`config.mk`:
```
export PLATFORM = sky130hd
export DESIGN_NAME = vga_timing_ctrl
export DESIGN_NICKNAME = d
export VERILOG_FILES = /design/src/rtl/vga_timing_ctrl.sv
export SDC_FILE = /design/constraint.sdc
export NUM_CORES = 1
export LEC_CHECK = 0
export CORE_ASPECT_RATIO = 0.5
export CORE_MARGIN = 1.5
export CORE_UTILIZATION = 40
export DETAILED_ROUTE_END_ITERATION = 7
export PLACE_DENSITY = 0.69
export SLEW_MARGIN = 20
export SYNTH_ARGS = -nofsm -noshare
export SYNTH_HDL_FRONTEND = slang
export SYNTH_SLANG_ARGS = --single-unit
```
`constraint.sdc`:
```
create_clock -name clk -period 2.04 [get_ports clk]
set_clock_uncertainty 0.2 [all_clocks]
set_input_delay 0.51 -clock clk [delete_from_list [all_inputs] [get_ports clk]]
set_output_delay 0.51 -clock clk [all_outputs]
set_load 0.03 [all_outputs]
```
`src/rtl/vga_timing_ctrl.sv`:
```
// VGA raster timing generator: pixel-rate divider, horizontal/vertical
// counters, sync/blank decode and a per-frame strobe for frame-rate logic.
module vga_timing_ctrl #(
    parameter int CLK_DIV  = 2,
    parameter int H_ACTIVE = 640,
    parameter int H_FP     = 16,
    parameter int H_SYNC   = 96,
    parameter int H_BP     = 48,
    parameter int V_ACTIVE = 480,
    parameter int V_FP     = 10,
    parameter int V_SYNC   = 2,
    parameter int V_BP     = 33
) (
    input  logic       clk,
    input  logic       rst_n,
    input  logic       en,
    output logic [9:0] x,
    output logic [9:0] y,
    output logic       pix_tick,
    output logic       vga_clk,
    output logic       hsync,
    output logic       vsync,
    output logic       blank_n,
    output logic       sync_n,
    output logic       frame_start
);

    localparam int H_TOTAL = H_ACTIVE + H_FP + H_SYNC + H_BP;
    localparam int V_TOTAL = V_ACTIVE + V_FP + V_SYNC + V_BP;
    localparam int DW      = (CLK_DIV > 2) ? $clog2(CLK_DIV) : 1;

    localparam logic [DW-1:0] DIV_LAST  = DW'(CLK_DIV - 1);
    localparam logic [DW-1:0] DIV_HALF  = DW'(CLK_DIV / 2);
    localparam logic [9:0]    H_LAST    = 10'(H_TOTAL - 1);
    localparam logic [9:0]    V_LAST    = 10'(V_TOTAL - 1);
    localparam logic [9:0]    HS_START  = 10'(H_ACTIVE + H_FP);
    localparam logic [9:0]    HS_END    = 10'(H_ACTIVE + H_FP + H_SYNC);
    localparam logic [9:0]    VS_START  = 10'(V_ACTIVE + V_FP);
    localparam logic [9:0]    VS_END    = 10'(V_ACTIVE + V_FP + V_SYNC);
    localparam logic [9:0]    H_VIS     = 10'(H_ACTIVE);
    localparam logic [9:0]    V_VIS     = 10'(V_ACTIVE);

    logic [DW-1:0] div;
    logic [DW-1:0] div_nxt;
    logic [9:0]    hcnt;
    logic [9:0]    vcnt;
    logic          h_last;
    logic          v_last;

    // Next divider value, wrapping after the last clk of a pixel period
    always_comb begin
        div_nxt = (div == DIV_LAST) ? '0 : div + 1'b1;
    end

    // Pixel divider; vga_clk is registered from the next divider value so it
    // tracks (div >= CLK_DIV/2) exactly while staying glitch-free
    always_ff @(posedge clk or negedge rst_n) begin
        if (!rst_n) begin
            div     <= '0;
            vga_clk <= 1'b0;
        end else if (en) begin
            div     <= div_nxt;
            vga_clk <= (div_nxt >= DIV_HALF);
        end
    end

    assign pix_tick = en && (div == DIV_LAST);
    assign h_last   = (hcnt == H_LAST);
    assign v_last   = (vcnt == V_LAST);

    // Horizontal and vertical raster counters, stepped once per pixel
    always_ff @(posedge clk or negedge rst_n) begin
        if (!rst_n) begin
            hcnt <= '0;
            vcnt <= '0;
        end else if (pix_tick) begin
            if (h_last) begin
                hcnt <= '0;
                vcnt <= v_last ? '0 : vcnt + 1'b1;
            end else begin
                hcnt <= hcnt + 1'b1;
            end
        end
    end

    // Sync/blank decodes aligned with x/y in the same cycle
    always_comb begin
        hsync       = !((hcnt >= HS_START) && (hcnt < HS_END));
        vsync       = !((vcnt >= VS_START) && (vcnt < VS_END));
        blank_n     = (hcnt < H_VIS) && (vcnt < V_VIS);
        frame_start = pix_tick && h_last && v_last;
    end

    assign x      = hcnt;
    assign y      = vcnt;
    assign sync_n = 1'b0;

endmodule

```
Word-level counts from Yosys, hierarchy flattened
Index checks and enable logic that the tools add are counted.
Widths: inputs -> output; s select.
{"block": "word_totals", "register_bits": 22, "input_bits": 3, "output_inout_bits": 27, "elab_cells": 28}
{"block": "classes", "add_sub_neg": 3, "n_lt_le_gt_ge": 7, "n_eq_ne": 2, "muxes": 3, "reduce_logical": 9}
{"cell": "$add 10x1->10 const B", "count": 2}
{"cell": "$eq 10x10->1 const B", "count": 2}
{"cell": "$lt 10x10->1 const B", "count": 2}
{"cell": "$lt 10x9->1 const B", "count": 2}
{"cell": "$mux 10", "count": 2}
{"cell": "$ge 10x10->1 const B", "count": 1}
{"cell": "$ge 10x9->1 const B", "count": 1}
{"cell": "$logic_and 1x1->1", "count": 6}
{"cell": "$logic_not 1->1", "count": 2}
{"cell": "$reduce_and 2->1", "count": 1}
{"cell": "$add 1x1->1 const B", "count": 1}
{"cell": "$ge 1x1->1 const B", "count": 1}
{"cell": "$mux 1", "count": 1}

Depth between registers and ports, before layout
{"block": "logic_depth", "depth_word": 3, "mapped_depth": 6, "ltp_nobuf": 6}

Worst setup path before layout
Ideal clock, no wire load.
{"block": "synth_path", "kind": "register to output", "from": "register hcnt[0] (netlist: x[0])", "to": "output port frame_start", "arrival_ns": 2.004, "required_time_ns": 1.330, "path_slack_ns": -0.674, "path_stages_with_launch": 6, "cell_sequence": "dfrtp_1 > ha_1 > nand3_1 > or4b_4 > buf_6 > nor2_1"}
{"block": "synth_between", "elab_chain_len": 3}
{"element": "start, declared", "line": "45", "source": "logic [9:0] hcnt;"}
{"element": "start signal, assigned", "line": "81", "source": "hcnt <= hcnt + 1'b1;"}
{"element": "$eq 10x10->1", "line": "68", "source": "assign h_last = (hcnt == H_LAST);"}
{"element": "$logic_and 1x1->1 (2 in series)", "line": "91", "source": "frame_start = pix_tick && h_last && v_last;"}
{"element": "end, declared", "line": "25", "source": "output logic frame_start"}
No other way between the ends.

Worst setup path after layout
{"block": "layout_path", "from": "register hcnt[6] (netlist: x[6])", "to": "output port frame_start"}
The elaborated chain is that of the path after synthesis.

==> impl_metrics.yaml <==
outcome:
  outcome: "finished with violations"
  violations: "setup timing"
worst_setup_path:
  crit_type: "reg2out"
  end_kind: "primary output"
  critPathLaunchType: "flop"
  worstPathArrival_ns: 1.84
  crit_required_ns: 1.33
  cp_max_fo: 2
yosys:
  synthFlopType: "dfrtp_1"
  netlist_instances: 121
  ys_ff_latch: 21
  synth_top_area_cell: "dfrtp_1"
  synth.area.top_cells: "dfrtp_1 44%, xor2_1 5.1%, nand2_1 5.0%, ha_1 4.2%, and4_1 2.9%"
  synthDistinctLibCells: 37
  synth_edf_count: 0
  avgSynthCellArea_um2: 9.84
  syn_nets: 128
  async_reset_ff_share_pct: 100
  yosys.area.top_type_share_pct: 44.1
  syn_area_um2: 1190
  synth_warnings: 0
  yosysSeqAreaShare_pct: 44.1
power:
  power_mw: 1.36
  net-switching-power_mw: 0.482
  powerDensity_nw_per_um2: 695
  pwr-share-comb_pct: 41.7
  switching_share_pct: 35.5
  p_clk_share_pct: 20.5
  vdd_drop_max_mv: 0.657
  internal_power_mw: 0.875
  p_leak_nw: 1.04
  pwr-share-seq_pct: 37.7
layout:
  fin_util_pct: 71.9
  drive_gt1_share_pct: 38.8
  insertedDiodeCount: 0
  layout_common_cells: "42 x buf_4, 21 x dlygate4sd2_1, 16 x nand2_1"
  final_common_cell: "buf_4"
  area_delta_synth_final_pct: 64.0
  nets: 204
  finalInstanceArea_um2: 1950
sta:
  setup_viol: 10
  maxSlewViolCount: 0
  hold_ws_ns: 0.357
  hold_viol: 0
  period_needed_ns: 2.55
  fin_crit_sh_pct: 125
  fmax_ghz: 0.392
  grt_setup_unrepaired: "true"
  setup_ws_ns: -0.514
route:
  firstDrtPassIters: 4
  via_per_inst: 5.15
  final_antenna_net_count: 0
  drc: 0
  num_vias: 1201
  wl_mm: 3.09
  drt_iter0_drc: 55
  wire_per_inst_um: 13.3
global_route:
  overflow: 0
  grt_pass1_wl_mm: 5.13
  grt_pass1_vias: 1144
  grt_max_degree: 22
  grtUsageTotal_pct: 19.9
  antenna_found_initial: 0
clock_network:
  cts_tree: "yes"
  cts.clk_slew.worst_paths_ns: 0.07
  ctsHoldBuffers: 0
  clockBufferDepth: 2
  cts.sinks: 21
  numCtsBuffers: 3
  clock_latency_ns: 0.26
  cts-htree-levels: 1
  cts_root_buf: "clkbuf_8"
place:
  routabilityCongestion: 0.779
  port_buffers: 28
  dp_hpwl_mm: 2.25
  dpl-instance-area_um2: 1810
  place_ws_ns: -0.669
floorplan:
  core_area_um2: 2720
  start_util_pct: 43.9
  die_area_um2: 3330
  die_x_um: 80.2
  die_h_um: 41.6
  num_io_pins: 30
  num_rows: 13
flow_run:
  maxCapViolCount: 0
hold_path:
  hp-class: "reg2reg"
==> state kept, by name (all words and copies together), names as in the netlist <==
register  count
x            10
vga_clk       1
y            10
==> worst max-delay path, cell delays in order, from the launching register on <==
cell and delay (ns):
dfrtp_2 0.41, buf_6 0.12, nor4b_4 0.29, or4b_4 0.52, nor2_4 0.10, buf_6 0.13
==> worst paths after layout <==
kind	endpoint	slack, ns	cells past startpoint	startpoint
max	frame_start	-0.51	5	x[6]
min	vga_clk	0.36	2	vga_clk
max reg2reg	y[7]	-0.30	6	x[6]
min reg2reg	vga_clk	0.36	2	vga_clk
max in group asynchronous	x[7]	0.99	2	rst_n
min in group asynchronous	x[9]	0.41	2	rst_n
==> cell families after synthesis <==
family,after synthesis,synth area share (%)
and+or+nand+nor,58,30.7
DFF,21,44.1
AOI/OAI and AO/OA,15,7.67
xor gates and xnor gates,11,8.09
buffers and inverters,10,4.10
adders and majority gates,4,4.20
other,1,0.315
muxes,1,0.840
==> timing repair <==
item / CTS / global route
resized for setup: 38 / 15
setup endpoints to repair: 32 / 15
setup buffers: 6 / 2
pin swaps: 6 / 2
==> per-stage QoR <==
step | instances | setup TNS (ns)
3_3_place_gp | 223 | -5.10
5_1_grt | 233 | -2.42
6_report | 233 | -1.79
4_1_cts | 232 | -1.87
2_1_floorplan | 121 | -0.405
3_5_place_dp | 223 | -5.74
==> per-layer routing <==
layer | wire (um) | vias up | global-route usage (%)
li1 | - | 578 | -
met1 | 1400 | 589 | 25.7
met2 | 1520 | 25 | 32.6
met3 | 123 | 9 | 4.62
met4 | 51 | 0 | 7.24
met5 | 0 | - | 0
==> Yosys cell counts (2+ instances only) <==
| master | number |
|---|---|
| clkbuf_1 | 2 |
| inv_1 | 6 |
| dfrtp_1 | 21 |
| nor3_1 | 3 |
| nand3_1 | 7 |
| nand4_1 | 4 |
| and3_1 | 4 |
| o21ai_0 | 6 |
| xnor2_1 | 4 |
| ha_1 | 4 |
| xor2_1 | 7 |
| nand2_1 | 16 |
| a21oi_1 | 3 |
| or4_1 | 2 |
| and4_1 | 4 |
| nor2_1 | 7 |
==> final cells by class <==
type | count | area, um^2
flip-flops and latches | 21 | 533
clock buffers | 4 | 45.0
well taps | 37 | 46.3
multi-input cells | 90 | 678
inverters | 6 | 22.5
repair buffers | 75 | 628
fillers | 198 | 763
==> power by group through the flow <==
stage / clock network [mW] / logic (mW) / registers, mW
global route: 0.304 / 0.610 / 0.519
floorplan: 0 / 0.133 / 0.663
detailed placement: 0 / 0.575 / 0.518
CTS: 0.288 / 0.547 / 0.509
global placement: 0 / 0.564 / 0.515
finish: 0.279 / 0.566 / 0.512
(Power assumes the default switching activity.)
